## config.mk

```make
export PLATFORM = sky130hd
export DESIGN_NAME = vga_timing_core
export DESIGN_NICKNAME = d
export VERILOG_FILES = /design/src/rtl/vga_timing_pkg.sv /design/src/rtl/vga_timing_core_pixel_tick_gen.sv /design/src/rtl/vga_timing_core.sv
export SDC_FILE = /design/constraint.sdc
export NUM_CORES = 1
export LEC_CHECK = 0
export BUFFER_PORTS_ARGS = -buffer_cell sky130_fd_sc_hd__buf_2
export CORE_MARGIN = 10
export CORE_UTILIZATION = 40
export CTS_CLUSTER_DIAMETER = 60
export DETAILED_ROUTE_END_ITERATION = 10
export GPL_ROUTABILITY_DRIVEN = 0
export GPL_TIMING_DRIVEN = 1
export PLACE_DENSITY = 0.62
export SETUP_SLACK_MARGIN = 0.5
export SLEW_MARGIN = 25
export SYNTH_ARGS = -nofsm -noshare
export SYNTH_HDL_FRONTEND = slang
export SYNTH_SLANG_ARGS = --single-unit
```

## constraint.sdc

```tcl
create_clock -name board_clk -period 5.5 [get_ports board_clk]
set_input_delay 0.55 -clock board_clk [delete_from_list [all_inputs] [get_ports board_clk]]
set_output_delay 0.55 -clock board_clk [all_outputs]
set_load 0.01 [all_outputs]
```

## src/rtl/vga_timing_pkg.sv

```systemverilog
// Shared 640x480@60 timing constants and raster bundle types.
// Derived totals and sync windows live here so every stage agrees.
package vga_timing_pkg;

  localparam int CLK_DIV_DEF = 4;

  localparam int H_ACTIVE_DEF = 640;
  localparam int H_FP_DEF     = 16;
  localparam int H_SYNC_DEF   = 96;
  localparam int H_BP_DEF     = 48;

  localparam int V_ACTIVE_DEF = 480;
  localparam int V_FP_DEF     = 10;
  localparam int V_SYNC_DEF   = 2;
  localparam int V_BP_DEF     = 33;

  localparam int H_TOTAL =
    H_ACTIVE_DEF + H_FP_DEF + H_SYNC_DEF + H_BP_DEF;
  localparam int V_TOTAL =
    V_ACTIVE_DEF + V_FP_DEF + V_SYNC_DEF + V_BP_DEF;

  // END values are exclusive: sync is low for START <= pos < END
  localparam int H_SYNC_START = H_ACTIVE_DEF + H_FP_DEF;
  localparam int H_SYNC_END   = H_SYNC_START + H_SYNC_DEF;
  localparam int V_SYNC_START = V_ACTIVE_DEF + V_FP_DEF;
  localparam int V_SYNC_END   = V_SYNC_START + V_SYNC_DEF;

  typedef logic [9:0] coord_t;

  typedef struct packed {
    logic h_sync;
    logic v_sync;
    logic de;
    logic fs;
  } raster_flags_t;

  localparam raster_flags_t FLAGS_RST = '{
    h_sync: 1'b1,
    v_sync: 1'b1,
    de:     1'b1,
    fs:     1'b1
  };

endpackage

```

## src/rtl/vga_timing_core_pixel_tick_gen.sv

```systemverilog
// Board-clock divider producing a one-cycle pixel-rate enable.
// The enable is decoded from the divider so it needs no extra flop.
module pixel_tick_gen #(
  parameter int CLK_DIV = 4
) (
  input  logic board_clk,
  input  logic reset,
  output logic pixel_en
);

  localparam int DW = $clog2(CLK_DIV);
  localparam logic [DW-1:0] LAST = DW'(CLK_DIV - 1);

  logic [DW-1:0] div;

  always_ff @(posedge board_clk or posedge reset) begin
    if (reset) begin
      div <= '0;
    end else if (div == LAST) begin
      div <= '0;
    end else begin
      div <= div + 1'b1;
    end
  end

  assign pixel_en = (div == LAST);

endmodule

```

## src/rtl/vga_timing_core.sv

```systemverilog
// VGA raster counters with registered sync/visible/frame flags.
// Flags decode the next position so they line up with the counters.
module vga_timing_core
  import vga_timing_pkg::*;
#(
  parameter int CLK_DIV  = CLK_DIV_DEF,
  parameter int H_ACTIVE = H_ACTIVE_DEF,
  parameter int H_FP     = H_FP_DEF,
  parameter int H_SYNC   = H_SYNC_DEF,
  parameter int H_BP     = H_BP_DEF,
  parameter int V_ACTIVE = V_ACTIVE_DEF,
  parameter int V_FP     = V_FP_DEF,
  parameter int V_SYNC   = V_SYNC_DEF,
  parameter int V_BP     = V_BP_DEF
) (
  input  logic       board_clk,
  input  logic       reset,
  output logic       pixel_en,
  output logic [9:0] counter_x,
  output logic [9:0] counter_y,
  output logic       vga_h_sync,
  output logic       vga_v_sync,
  output logic       in_display_area,
  output logic       frame_start
);

  localparam int HT  = H_ACTIVE + H_FP + H_SYNC + H_BP;
  localparam int VT  = V_ACTIVE + V_FP + V_SYNC + V_BP;
  localparam int HSS = H_ACTIVE + H_FP;
  localparam int HSE = HSS + H_SYNC;
  localparam int VSS = V_ACTIVE + V_FP;
  localparam int VSE = VSS + V_SYNC;

  coord_t        x_next;
  coord_t        y_next;
  raster_flags_t flags;
  raster_flags_t flags_next;

  pixel_tick_gen #(
    .CLK_DIV (CLK_DIV)
  ) u_tick (
    .board_clk (board_clk),
    .reset     (reset),
    .pixel_en  (pixel_en)
  );

  always_comb begin
    x_next = counter_x + 10'd1;
    y_next = counter_y;
    if (counter_x == coord_t'(HT - 1)) begin
      x_next = '0;
      if (counter_y == coord_t'(VT - 1)) begin
        y_next = '0;
      end else begin
        y_next = counter_y + 10'd1;
      end
    end
  end

  always_comb begin
    flags_next.h_sync = !(x_next >= coord_t'(HSS) &&
                          x_next <  coord_t'(HSE));
    flags_next.v_sync = !(y_next >= coord_t'(VSS) &&
                          y_next <  coord_t'(VSE));
    flags_next.de     = (x_next < coord_t'(H_ACTIVE)) &&
                        (y_next < coord_t'(V_ACTIVE));
    flags_next.fs     = (x_next == '0) && (y_next == '0);
  end

  always_ff @(posedge board_clk or posedge reset) begin
    if (reset) begin
      counter_x <= '0;
      counter_y <= '0;
      flags     <= FLAGS_RST;
    end else if (pixel_en) begin
      counter_x <= x_next;
      counter_y <= y_next;
      flags     <= flags_next;
    end
  end

  assign vga_h_sync      = flags.h_sync;
  assign vga_v_sync      = flags.v_sync;
  assign in_display_area = flags.de;
  assign frame_start     = flags.fs;

endmodule

```

==> flow_metrics.py, run 1 <==
metrics = {
    "run_status": {
        "status": "finished clean",
    },
    "placement": {
        "dpl.cell_count": 269,
        "pre_cts_slack_ns": 2.62,
        "dp_hpwl_um": 3180,
        "port_buffers": 26,
    },
    "drt": {
        "antenna_left": 0,
        "route.detailed.drc": 0,
        "wirelength_um": 4330,
        "drtPass1Iterations": 5,
        "wl_per_cell_um": 15.9,
        "drtIter0Drc": 218,
        "avgViaCountPerCell": 5.81,
        "dr_total_vias": 1586,
    },
    "yosys": {
        "synth.avg_cell_area_um2": 8.46,
        "synthesis.nets": 214,
        "synth_area_um2": 1760,
        "ys_seq_area_frac": 0.373,
        "synth.distinct_cells": 42,
        "ys_async_sr_fraction": 1.00,
        "synth-edff-count": 0,
        "synth_adder_area_share": 0.0284,
        "synth_compound_area_frac": 0.179,
        "synth_top_flop_cell": "dfrtp_1",
        "synth-xor-area-share": 0.0548,
        "synth_area_leader_cell": "dfrtp_1",
        "yosys_register_bits": 26,
        "synth_top_family_by_area": "simple AND/OR/NAND/NOR gates",
        "ys_warn_count": 0,
        "synthSimpleGateAreaFrac": 0.285,
        "synth_common_cells": "dfrtp_1 (22), nor2_1 (17), nand3_1 (16)",
        "synthCells": 208,
        "synth_top_area_share": 0.313,
        "synth_most_common_cell": "dfrtp_1",
        "synth.area.mux_share": 0.0192,
        "yosys-top-cells-area": "dfrtp_1 (31%), dfstp_2 (6.0%), nand3_1 (4.6%)",
    },
    "clock_network": {
        "cts_tree": "yes",
        "ctsResizeCount": 0,
        "hold_buffers": 0,
        "numCtsBuffers": 3,
        "cts_root_buf": "clkbuf_8",
        "clock-sinks": 26,
        "clock_path_buffers": 2,
        "clk_pin_slew_ns": 0.09,
        "h-tree-depth": 1,
        "clk_latency_ns": 0.28,
        "post_cts_buffers": 0,
    },
    "power_and_ir_drop": {
        "swShare": 0.208,
        "p_int_uw": 256,
        "power.net_switching_uw": 67.4,
        "p_comb_frac": 0.012,
        "power_density_nw_per_um2": 167,
        "p_leak_uw": 0.000788,
        "p_total_uw": 323,
        "p_seq_frac": 0.592,
        "ir_worst_vdd_mv": 0.0766,
        "clockPowerShare": 0.396,
    },
    "floorplan": {
        "core_area_um2": 4290,
        "die_width_um": 86.3,
        "row_count": 24,
        "dieArea_um2": 7450,
        "die_h_um": 86.3,
        "initial_core_util": 0.410,
        "io_pins": 27,
    },
    "sta": {
        "period_share": 0.537,
        "rsz0062_at_grt": "false",
        "period_needed_ns": 2.95,
        "setup_viol": 0,
        "setup_tns_ns": 0,
        "fin_skew_ns": 0.00439,
        "setup_slack_ns": 2.55,
        "worst_slew_pin_slew_ns": 0.936,
        "hold_violations": 0,
        "drv_slew": 0,
        "fmax_ghz": 0.338,
        "maxSlewHeadroom": 0.373,
        "holdWs_ns": 0.299,
    },
    "final_layout": {
        "final_nets": 228,
        "n_antenna_cell": 0,
        "finalNonFillerCells": 273,
        "fill_cells": 453,
        "area_growth_pct": 9.67,
        "drive_above_1_share": 0.195,
    },
    "worst_setup_path": {
        "arrival_ns": 3.18,
        "cp_max_fo": 16,
        "crit_chain": "ha_1 > nand4_1 > nor3_2 > nand2_1 > or4_1 > nand2_1",
        "startpoint_type": "flip-flop",
        "cp_common_cell": "nand2_1",
        "required_ns": 5.72,
        "worst-path-stages": 6,
        "cp-end-kind": "flip-flop",
        "max_stage_delay_ns": 0.86,
        "critical_path.top_delay_family": "simple AND/OR/NAND/NOR gates",
        "cpMaxStageDelayCell": "nor3_2",
        "r2r_cells": 6,
        "crit_type": "flip-flop to flip-flop",
        "crit_buf_inv": 0,
    },
    "flow_run": {
        "drv_cap": 0,
    },
    "global_route": {
        "grt_pass1_vias": 1527,
        "gr-total-overflow": 0,
        "antenna_found_initial": 0,
        "grt_max_degree": 27,
        "grt_pass1_wl_um": 7580,
        "grt_usage": 0.122,
    },
    "min_path": {
        "hp-class": "input port to asynchronous set/reset pin",
    },
}
## metal layers
layer	vias to the layer above	wire, µm	track usage
li1	797	-	-
met1	744	2070	0.165
met2	38	1960	0.183
met3	7	229	0.0235
met4	0	70	0.0560
met5	-	0	0
## worst register-to-register path, delay by kind of cell, from the launching register on
family | cells | cell delay [ns]
flops | 1 | 0.44
fa+ha+maj | 1 | 0.28
simple gates | 5 | 2.18
## worst paths after layout
check | startpoint | endpoint | slack, ns
min reg2reg | u_tick.div[0] | u_tick.div[0] | 0.45
min in group board_clk | u_tick.div[0] | u_tick.div[0] | 0.45
min | reset | counter_y[9] | 0.30
max | counter_x[0] | counter_y[6] | 2.55
max reg2reg | counter_x[0] | counter_y[6] | 2.55
max in group asynchronous | reset | vga_v_sync | 4.84
## final cells by class
type | instances | area, µm² | area share
Clock buffer | 4 | 55.1 | 0.0285
Tap cell | 52 | 65.1 | 0.0337
Sequential cell | 26 | 656 | 0.340
Inverter | 5 | 18.8 | 0.00973
Multi-Input combinational cell | 159 | 997 | 0.517
Timing Repair Buffer | 27 | 138 | 0.0713
## power groups by stage
stage	Clock, µW	Sequential [µW]	Combinational [µW]
2_1_floorplan	0	195	2.81
3_3_place_gp	0	195	4.20
3_5_place_dp	0	195	4.37
4_1_cts	132	191	4.33
5_1_grt	140	191	5.18
6_report	128	191	3.95
## state kept, by name, summed over array words and instances, names as in the netlist
name and flops:
vga_v_sync 1, counter_y 10, frame_start 1, u_tick.div 2, counter_x 10, vga_h_sync 1, in_display_area 1
## metrics by stage
step                utilization  instance area (µm²)
floorplan                     -                 1760
global placement          0.436                 1870
detailed placement        0.436                 1870
CTS                       0.449                 1930
global route              0.449                 1930
finish                    0.449                 1930
## cell families (layout without fill, tap and decap cells)
family / count (synthesis) / after routing
xor gates and xnor gates: 11 / 11
DFF: 26 / 26
adders and majority gates: 4 / 4
AOI/OAI and AO/OA: 50 / 50
buffers and inverters: 23 / 36
and+or+nand+nor: 91 / 91
muxes: 3 / 3
## cells in the final DEF (no fill, tap or decap), types with 6 or more instances in the layout
| master | instances |
|---|---|
| nor2_1 | 17 |
| nand4_1 | 12 |
| dfrtp_1 | 22 |
| o31ai_1 | 6 |
| o21ai_0 | 15 |
| buf_2 | 26 |
| a21oi_1 | 9 |
| nor3_1 | 6 |
| nand2_1 | 13 |
| xnor2_1 | 8 |
| nand3_1 | 16 |
| o211ai_1 | 6 |
No activity file was read; power rests on OpenSTA's default activity.
==> run 2: changes to the inputs <==
--- a/config.mk
+++ b/config.mk
@@ -5,6 +5,7 @@
 export SDC_FILE = /design/constraint.sdc
 export NUM_CORES = 1
 export LEC_CHECK = 0
+export ABC_AREA = 1
 export BUFFER_PORTS_ARGS = -buffer_cell sky130_fd_sc_hd__buf_2
 export CORE_MARGIN = 10
 export CORE_UTILIZATION = 40
@@ -12,7 +13,7 @@
 export DETAILED_ROUTE_END_ITERATION = 10
 export GPL_ROUTABILITY_DRIVEN = 0
 export GPL_TIMING_DRIVEN = 1
-export PLACE_DENSITY = 0.62
+export PLACE_DENSITY = 0.64
 export SETUP_SLACK_MARGIN = 0.5
 export SLEW_MARGIN = 25
 export SYNTH_ARGS = -nofsm -noshare
==> constraint.sdc (replaced) <==
create_clock -name board_clk -period 2.65 [get_ports board_clk]
set_input_delay 0.265 -clock board_clk [delete_from_list [all_inputs] [get_ports board_clk]]
set_output_delay 0.265 -clock board_clk [all_outputs]
set_load 0.01 [all_outputs]
==> run 2 against run 1 <==
  * Combinational power rose by 130%
  * Global-route usage fell by 0.072 points
  * Worst hold slack got worse by 0.28 ns
  * Sequential share of layout area fell by 2.0 points
  * Cell area rose by 6.4%
  * Critical path type unchanged
  * Critical endpoint is now vga_v_sync
==> flow_metrics.py, run 2 <==
metrics = {
    "yosys": {
        "yosys_register_bits": 26,
        "yosys-top-cells-area": "dfrtp_1 (31%), nand2_1 (18%), nor2_1 (7.7%)",
        "synth_top_family_by_area": "simple AND/OR/NAND/NOR gates",
        "ys_async_sr_fraction": 1.00,
        "synth-edff-count": 0,
        "synthesis.nets": 273,
        "synth-xor-area-share": 0.00488,
        "synth_top_area_share": 0.307,
        "ys_warn_count": 0,
        "synth.area.mux_share": 0,
        "ys_seq_area_frac": 0.366,
        "synth_area_um2": 1790,
        "synthCells": 267,
        "synthSimpleGateAreaFrac": 0.412,
        "synth.distinct_cells": 26,
        "synth.avg_cell_area_um2": 6.72,
        "synth_common_cells": "nand2_1 (88), nor2_1 (37), inv_1 (30)",
        "synth_area_leader_cell": "dfrtp_1",
        "synth_adder_area_share": 0.0279,
        "synth_top_flop_cell": "dfrtp_1",
        "synth_compound_area_frac": 0.0956,
        "synth_most_common_cell": "nand2_1",
    },
    "drt": {
        "wl_per_cell_um": 12.9,
        "drtPass1Iterations": 4,
        "route.detailed.drc": 0,
        "antenna_left": 0,
        "dr_total_vias": 1688,
        "avgViaCountPerCell": 4.88,
        "drtIter0Drc": 107,
        "wirelength_um": 4460,
    },
    "final_layout": {
        "n_antenna_cell": 0,
        "area_growth_pct": 14.4,
        "fill_cells": 453,
        "final_common_cell": "nand2_1",
        "final_nets": 301,
        "final_cell_mix": "nand2_1 (88), nor2_1 (36), inv_1 (30), buf_2 (26), dfrtp_1 (22)",
        "drive_above_1_share": 0.190,
        "top_regs": "counter_x (10), counter_y (10), u_tick.div (2)",
        "multi_input_area_um2": 988,
        "register_area_um2": 656,
    },
    "power_and_ir_drop": {
        "p_comb_frac": 0.014,
        "p_leak_uw": 0.00105,
        "p_seq_frac": 0.593,
        "power_density_nw_per_um2": 326,
        "p_int_uw": 531,
        "swShare": 0.206,
        "power.net_switching_uw": 138,
        "clockPowerShare": 0.393,
        "ir_worst_vdd_mv": 0.176,
    },
    "worst_setup_path": {
        "max_stage_delay_ns": 0.43,
        "cp_max_fo": 10,
        "arrival_ns": 2.15,
        "crit_chain": "ha_2 > nand2_4 > nor2_8 > nand3_4 > buf_4 > o21bai_1 > nand2_1 > a21oi_1 > nand2_1 > nor2_1 > nor2_1",
        "required_ns": 2.87,
        "r2r_cells": 11,
        "crit_type": "flip-flop to flip-flop",
        "cpMaxStageDelayCell": "dfrtp_1",
        "startpoint_type": "flip-flop",
        "cp-end-kind": "flip-flop",
    },
    "sta": {
        "worst_slew_pin_slew_ns": 0.840,
        "hold_violations": 0,
        "period_needed_ns": 1.93,
        "fin_skew_ns": 0.00224,
        "period_share": 0.728,
        "fmax_ghz": 0.519,
        "maxSlewHeadroom": 0.440,
        "holdWs_ns": 0.0165,
        "setup_tns_ns": 0,
        "setup_viol": 0,
        "drv_slew": 0,
        "rsz0062_at_grt": "false",
    },
    "floorplan": {
        "die_h_um": 87.0,
        "die_width_um": 87.0,
        "core_area_um2": 4350,
        "row_count": 24,
        "dieArea_um2": 7560,
        "io_pins": 27,
        "initial_core_util": 0.412,
    },
    "min_path": {
        "hp-class": "input port to asynchronous set/reset pin",
    },
    "clock_network": {
        "cts_root_buf": "clkbuf_8",
        "cts_tree": "yes",
        "clock_path_buffers": 2,
        "numCtsBuffers": 3,
        "hold_buffers": 0,
        "h-tree-depth": 1,
        "clk_pin_slew_ns": 0.09,
        "clk_latency_ns": 0.27,
        "clock-sinks": 26,
    },
    "global_route": {
        "grt_max_degree": 30,
        "antenna_found_initial": 0,
        "grt_pass1_wl_um": 7510,
        "gr-total-overflow": 0,
        "grt_pass1_vias": 1552,
        "grt_usage": 0.121,
    },
    "placement": {
        "port_buffers": 26,
        "dp_hpwl_um": 3330,
    },
    "flow_run": {
        "drv_cap": 0,
    },
    "run_status": {
        "status": "finished clean",
    },
}
-- run 2: changes by cell type in the layout (fill, tap and decap cells not counted), sizes merged, moves of 6 or more --
cell    before  now
nand2       13   90
inv          5   32
nor2        17   43
xnor2        8    0
a21oi        9    2
o31ai        7    0
nand3       16   22
o211ai       6    0
-- run 2: metrics by stage --
step                std cells  total power (µW)  worst slack [ns]  utilization  cell area (µm²)
finish                    346               669             0.721        0.471             2050
floorplan                 267               410             0.901            -             1790
CTS                       343               683             0.682        0.461             2010
detailed placement        339               415             0.691        0.449             1950
global route              346               702             0.488        0.471             2050
global placement          339               415             0.745        0.449             1950
-- run 2: critical path, delay by kind of cell (launching register included) --
kind                       cells  cell delay (ns)
AOI/OAI and AO/OA              2             0.29
DFF                            1             0.43
buffers and inverters          1             0.18
adders and majority gates      1             0.23
and+or+nand+nor                7             0.74
-- run 2: area by class of cell --
| cell class | count | area share |
|---|---|---|
| timing repair buffer | 31 | 0.0817 |
| clock buffer | 4 | 0.0268 |
| inverter | 32 | 0.0585 |
| multi-input combinational | 201 | 0.482 |
| tap | 52 | 0.0317 |
| sequential | 26 | 0.320 |
-- run 2: cell families after synthesis --
family          Yosys count
buf+inv                  40
fa+ha+maj                 4
xor+xnor                  1
compound gates           30
flops                    26
simple gates            166
-- run 2: power groups by stage --
stage	sequential [µW]	clock, µW	combinational [µW]
detailed placement	404	0	10.2
global placement	404	0	10.2
finish	397	263	9.27
floorplan	404	0	5.84
CTS	397	276	10.2
global route	397	294	11.2
-- run 2: repair_timing --
action | CTS | global route
endpoints found under the setup margin | 0 | 3
resized for setup | 0 | 4
setup buffers | 0 | 3
-- run 2: final timing paths --
| kind | startpoint | endpoint | slack [ns] |
|---|---|---|---|
| min in group board_clk | u_tick.div[0] | u_tick.div[0] | 0.43 |
| max in group asynchronous | reset | vga_v_sync | 2.34 |
| setup / recovery | counter_x[0] | vga_v_sync | 0.72 |
| hold / removal | reset | counter_x[2] | 0.02 |
| setup reg to reg | counter_x[0] | vga_v_sync | 0.72 |
| hold reg to reg | u_tick.div[0] | u_tick.div[0] | 0.43 |
-- run 2: layer usage --
metal,part of all wire,vias to the layer above,global-route usage
li1,-,898,-
met5,0,-,0
met1,0.49,758,0.165
met4,0.014,0,0.0398
met2,0.45,25,0.182
met3,0.049,7,0.0309
